**src/rtl/s2p16_receiver_if.sv**
```systemverilog
// Serial link interface between a P2S transmitter side and the S2P receiver.
// The master drives the sample enable and serial line; the slave returns the
// reassembled word, the event pulses and the frame status.
interface s2p16_receiver_if #(
  parameter int WIDTH = 16
);
  logic             en;
  logic             S_in;
  logic [WIDTH-1:0] P_out;
  logic             valid;
  logic             frame_err;
  logic             busy;
  logic [4:0]       bit_cnt;

  modport master (
    output en,
    output S_in,
    input  P_out,
    input  valid,
    input  frame_err,
    input  busy,
    input  bit_cnt
  );

  modport slave (
    input  en,
    input  S_in,
    output P_out,
    output valid,
    output frame_err,
    output busy,
    output bit_cnt
  );
endinterface

```
**src/rtl/s2p16_receiver.sv**
```systemverilog
// Serial-to-parallel receiver: 0 start bit, WIDTH data bits, 1 stop bit.
// A good frame updates P_out and pulses valid; a 0 stop bit pulses frame_err
// and leaves P_out untouched. All state moves only on edges with en=1.
module s2p16_receiver #(
  parameter int WIDTH     = 16,
  parameter bit MSB_FIRST = 1'b1
) (
  input  logic              clk,
  input  logic              rst,
  s2p16_receiver_if.slave   bus
);

  typedef enum logic [1:0] {
    IDLE  = 2'd0,
    SHIFT = 2'd1,
    STOP  = 2'd2
  } state_t;

  localparam logic [4:0] LAST_CNT = 5'(WIDTH);

  state_t           state_r, state_s;
  logic [WIDTH-1:0] sreg_r,  sreg_s;
  logic [WIDTH-1:0] p_out_r, p_out_s;
  logic [4:0]       cnt_r,   cnt_s;
  logic             valid_r, valid_s;
  logic             ferr_r,  ferr_s;
  logic             busy_r,  busy_s;

  // Insert one received bit into the shift register in the configured order.
  function automatic logic [WIDTH-1:0] shift_in(input logic [WIDTH-1:0] sreg,
                                                input logic             bit_in);
    if (MSB_FIRST) begin
      shift_in = {sreg[WIDTH-2:0], bit_in};
    end else begin
      shift_in = {bit_in, sreg[WIDTH-1:1]};
    end
  endfunction

  // Next-state and next-output logic; pulses default low so they last one clk.
  always_comb begin
    state_s = state_r;
    sreg_s  = sreg_r;
    p_out_s = p_out_r;
    cnt_s   = cnt_r;
    valid_s = 1'b0;
    ferr_s  = 1'b0;
    busy_s  = 1'b0;
    if (bus.en) begin
      case (state_r)
        IDLE: begin
          if (!bus.S_in) begin
            state_s = SHIFT;
            cnt_s   = 5'd0;
          end else begin
            state_s = IDLE;
          end
        end
        SHIFT: begin
          sreg_s = shift_in(sreg_r, bus.S_in);
          cnt_s  = cnt_r + 5'd1;
          if (cnt_s == LAST_CNT) begin
            state_s = STOP;
          end else begin
            state_s = SHIFT;
          end
        end
        STOP: begin
          if (bus.S_in) begin
            p_out_s = sreg_r;
            valid_s = 1'b1;
          end else begin
            ferr_s  = 1'b1;
          end
          state_s = IDLE;
          cnt_s   = 5'd0;
        end
        default: begin
          state_s = IDLE;
          cnt_s   = 5'd0;
        end
      endcase
    end else begin
      state_s = state_r;
    end
    busy_s = (state_s != IDLE);
  end

  // State and output registers; reset aborts any frame in flight.
  always_ff @(posedge clk or posedge rst) begin
    if (rst) begin
      state_r <= IDLE;
      sreg_r  <= '0;
      p_out_r <= '0;
      cnt_r   <= 5'd0;
      valid_r <= 1'b0;
      ferr_r  <= 1'b0;
      busy_r  <= 1'b0;
    end else begin
      state_r <= state_s;
      sreg_r  <= sreg_s;
      p_out_r <= p_out_s;
      cnt_r   <= cnt_s;
      valid_r <= valid_s;
      ferr_r  <= ferr_s;
      busy_r  <= busy_s;
    end
  end

  assign bus.P_out     = p_out_r;
  assign bus.valid     = valid_r;
  assign bus.frame_err = ferr_r;
  assign bus.busy      = busy_r;
  assign bus.bit_cnt   = cnt_r;

endmodule
```
**src/flat_wrapper.sv**
```systemverilog
// flat-port wrapper written by rule: the top's interface ports become plain ports
module s2p16_receiver_flat 
#(
  parameter int WIDTH     = 16,
  parameter bit MSB_FIRST = 1'b1
)
  (clk, rst, bus_en, bus_S_in, bus_P_out, bus_valid, bus_frame_err, bus_busy, bus_bit_cnt);
  s2p16_receiver_if #(.WIDTH(WIDTH)) bus_i ();
  input  logic clk;
  input  logic rst;
  input wire logic [$bits(bus_i.en)-1:0] bus_en;
  input wire logic [$bits(bus_i.S_in)-1:0] bus_S_in;
  output wire logic [$bits(bus_i.P_out)-1:0] bus_P_out;
  output wire logic [$bits(bus_i.valid)-1:0] bus_valid;
  output wire logic [$bits(bus_i.frame_err)-1:0] bus_frame_err;
  output wire logic [$bits(bus_i.busy)-1:0] bus_busy;
  output wire logic [$bits(bus_i.bit_cnt)-1:0] bus_bit_cnt;
  assign bus_i.en = bus_en;
  assign bus_i.S_in = bus_S_in;
  assign bus_P_out = bus_i.P_out;
  assign bus_valid = bus_i.valid;
  assign bus_frame_err = bus_i.frame_err;
  assign bus_busy = bus_i.busy;
  assign bus_bit_cnt = bus_i.bit_cnt;
  s2p16_receiver #(.WIDTH(WIDTH), .MSB_FIRST(MSB_FIRST)) u_core (.clk(clk), .rst(rst), .bus(bus_i));
endmodule
```
**config.mk**
```make
export PLATFORM = sky130hd
export DESIGN_NAME = s2p16_receiver_flat
export DESIGN_NICKNAME = d
export VERILOG_FILES = /design/src/rtl/s2p16_receiver_if.sv /design/src/rtl/s2p16_receiver.sv /design/src/flat_wrapper.sv
export SDC_FILE = /design/constraint.sdc
export NUM_CORES = 1
export LEC_CHECK = 0
export BUFFER_PORTS_ARGS = -buffer_cell sky130_fd_sc_hd__clkbuf_2
export CAP_MARGIN = 20
export CORE_MARGIN = 1.5
export CORE_UTILIZATION = 50
export DETAILED_ROUTE_END_ITERATION = 6
export HOLD_SLACK_MARGIN = 0.05
export PLACE_DENSITY = 0.7
export SYNTH_ARGS = -nofsm -noshare
export SYNTH_HDL_FRONTEND = slang
export SYNTH_SLANG_ARGS = --single-unit
```
**constraint.sdc**
```tcl
create_clock -name clk -period 2.9 [get_ports clk]
set_clock_uncertainty 0.1 [all_clocks]
set_input_delay 0.29 -clock clk [delete_from_list [all_inputs] [get_ports clk]]
set_output_delay 0.29 -clock clk [all_outputs]
set_load 0.05 [all_outputs]
```
==> summary.md <==
| Metric | Value |
|---|---|
| Status | `finished clean` |
| Syn nets | `124` |
| RSZ-0062 raised after global routing | `false` |
| WP depth | `4` |
| LEAKAGE | `0.00101 uW` |
| I/O pin total | `28` |
| Vias per cell | `4.93` |
| Reg2Reg Launch Point | `u_core.bus.bit_cnt[0]` |
| First-pass GRT wire length | `4330 um` |
| Relative slew slack | `0.626` |
| Remaining global-route overflow | `0` |
| Netlist cell types | `24` |
| Fmax achieved | `0.588 GHz` |
| TNS Setup | `0 ns` |
| Critical Path Source Type | `flop` |
| Core Area | `0.00331 mm2` |
| Cts bufs inserted | `5` |
| Leading post-synthesis cells by cell area | `dfrtp_1 (61%), mux2_2 (14%), mux2_4 (7.8%)` |
| Worst Tran Pin Value | `0.557 ns` |
| Routed length per instance | `13.4 um` |
| # hold bufs at CTS | `1` |
| Min-delay worst type | `in2reg` |
| Detailed Place HPWL | `1830 um` |
| Placer Congestion | `0.730` |
| Placed cell count | `189` |
| Worst path required time | `3.03 ns` |
| CTS Buffer Depth | `2` |
| Drt pass-1 iters | `4` |
| Crit path arrival time | `1.83 ns` |
| I/O Buffers | `27` |
| YS warnings | `0` |
| Clock sink count | `42` |
| H-tree depth | `2` |
| Antenna violations before repair | `0` |
| Top Family by Delay on Critical Path | `compound AO/OA/AOI/OAI gates` |
| Worst setup endpoint | `u_core.state_r[0]` |
| Critical Path Start | `u_core.bus.bit_cnt[0]` |
| Postcts setup bufs | `0` |
| Register bit total from synthesis | `42` |
| Number of setup violations in the final report | `0` |
| Layout Area Growth over Synthesis | `14.5%` |
| Tmin final | `1.70 ns` |
| Worst setup EP type | `flop` |
| Post-cts resize count | `0` |
| Clk root buf | `clkbuf_4` |
| Critical-path cell list | `ha_1, o32ai_1, nand2_1, a311o_1` |
| Worst vdd ir | `0.000419 V` |
| Largest net degree at the start of global routing | `43` |
| P per Cell Area | `759 mW/mm2` |
| CP bufs+invs | `0` |
| Slowest CP cell | `dfrtp_1` |
| Clock power share | `0.202` |
| Hold Path Stages | `3` |
| R2R setup slack | `1.20 ns` |
| Tcrit/Tclk final | `0.586` |
| Switching share of total power | `0.342` |
| Via count | `976` |
| Drt drc | `0` |
| Slew Limit Fails | `0` |
| Clk_lat worst skew | `0.34 ns` |
| Cell Rows | `21` |
| Synth top area share | `0.610` |
| Seq/Total Area, Yosys | `0.610` |
| Routed wire length | `2660 um` |
| Share of cells above drive strength 1 | `0.461` |
| Final Hold Fails | `0` |
| Flop pwr share | `0.563` |
| Hold slack final | `0.227 ns` |
| Mapped Cells | `118` |
| Clock transition at path regs | `0.12 ns` |
| DRT antenna net count | `0` |
| Total of max-cap violations | `0` |
| CTS tree | `yes` |
| Total power | `1500 uW` |
| Critical path type | `reg2reg` |
| Syn avg cell area | `14.6 um2` |
| Switching pwr | `512 uW` |
| Synthesized area | `0.00172 mm2` |
| Max stage delay on crit path | `0.45 ns` |
| Share of power burned in combinational logic | `0.235` |
| Yosys top cell by area | `dfrtp_1` |
| N_diodes | `0` |
| Vias in the first global route | `893` |
| Initial Utilization | `0.521` |
| Depth of the worst register-to-register path | `4` |
| Maximum fanout count along the critical path | `6` |
| Filler-free cell count of the finished design | `198` |
| Internal power | `986 uW` |
| Chip Height | `61.7 um` |
| Total GRT Usage | `0.161` |
| Die W | `61.7 um` |
| Nets | `157` |
| Worst r2r dst | `u_core.state_r[0]` |
| Die area | `0.00381 mm2` |
| Initial drt markers | `19` |
power groups by stage:
stage | sequential (uW) | clock, uW | combinational, uW
floorplan | 918 | 0 | 195
finish | 843 | 303 | 353
global placement | 846 | 0 | 344
detailed placement | 859 | 0 | 358
CTS | 845 | 313 | 360
global route | 869 | 335 | 388
layer usage:
layer  routed length (um)  part of all wire  track usage  vias up
li1                     -                 -            -      476
met1                 1280              0.48        0.214      473
met2                 1240              0.47        0.248       25
met3                  122             0.046       0.0580        2
met4                   21            0.0079       0.0547        0
met5                    0                 0            0        -
final cells by class:
cell class | count | area (um2)
Clock buffer | 6 | 51.3
Clock inverter | 2 | 12.5
Fill cell | 272 | 1340
Inverter | 5 | 18.8
Multi-Input combinational cell | 68 | 631
Sequential cell | 42 | 1050
Tap cell | 46 | 57.6
Timing Repair Buffer | 29 | 153
worst min-delay path by stage:
stage,from,end
3_3_place_gp,rst,u_core.bus.P_out[14]
6_report,bus_S_in,u_core.sreg_r[0]
3_5_place_dp,rst,u_core.bus.P_out[14]
4_1_cts,bus_S_in,u_core.sreg_r[0]
2_1_floorplan,u_core.sreg_r[0],u_core.sreg_r[0]
5_1_grt,bus_S_in,u_core.sreg_r[0]
cell usage after synthesis (all sizes together):
cell    count
dfrtp      42
mux2       31
o21ai       9
nand2       7
inv         5
nand3       4
buf         3
and3        2
ha          2
nand2b      2
xor2        2
a21oi       1
a311o       1
and2b       1
nand3b      1
nor2        1
nor2b       1
o31ai       1
o32ai       1
xnor2       1
cells by family (layout without fill, tap and decap cells):
| kind of cell | after synthesis | count (layout) | synth area share |
|---|---|---|---|
| mux | 31 | 31 | 0.222 |
| xor+xnor | 3 | 3 | 0.0152 |
| simple gates | 19 | 19 | 0.0697 |
| buf+inv | 8 | 42 | 0.0247 |
| flops | 42 | 42 | 0.610 |
| fa+ha+maj | 2 | 2 | 0.0145 |
| compound gates | 13 | 13 | 0.0443 |
registers in the layout, indices dropped and copies added, names as in the netlist:
signal	count
u_core.sreg_r	16
u_core.bus.frame_err	1
u_core.bus.bit_cnt	5
u_core.bus.busy	1
u_core.state_r	2
u_core.bus.valid	1
u_core.bus.P_out	16
stage by stage:
| stage | util | setup WS, ns | instance area [um2] |
|---|---|---|---|
| 6_report | 0.596 | 1.20 | 1970 |
| 5_1_grt | 0.596 | 1.06 | 1970 |
| 4_1_cts | 0.596 | 1.19 | 1970 |
| 3_5_place_dp | 0.574 | 1.18 | 1900 |
| 3_3_place_gp | 0.574 | 1.23 | 1900 |
| 2_1_floorplan | - | 1.06 | 1720 |
worst reg2reg max path, stage by stage, from the launching register on:
cell	delay (ns)
dfrtp_1	0.45
ha_1	0.27
o32ai_1	0.28
nand2_1	0.12
a311o_1	0.37
placed cells by master, fill, tap and decap left out, types with 2 or more instances in the layout:
cell type / synthesis / final
mux2_2: 22 / 22
o21ai_0: 9 / 9
clkbuf_2: 0 / 27
ha_1: 2 / 2
nand3_1: 3 / 3
nand2_1: 7 / 7
dfrtp_1: 42 / 42
xor2_1: 2 / 2
nand2b_1: 2 / 2
clkbuf_4: 0 / 5
inv_1: 5 / 5
and3_1: 2 / 2
mux2_4: 9 / 9
Note: power is estimated with default switching activity, not from simulation.
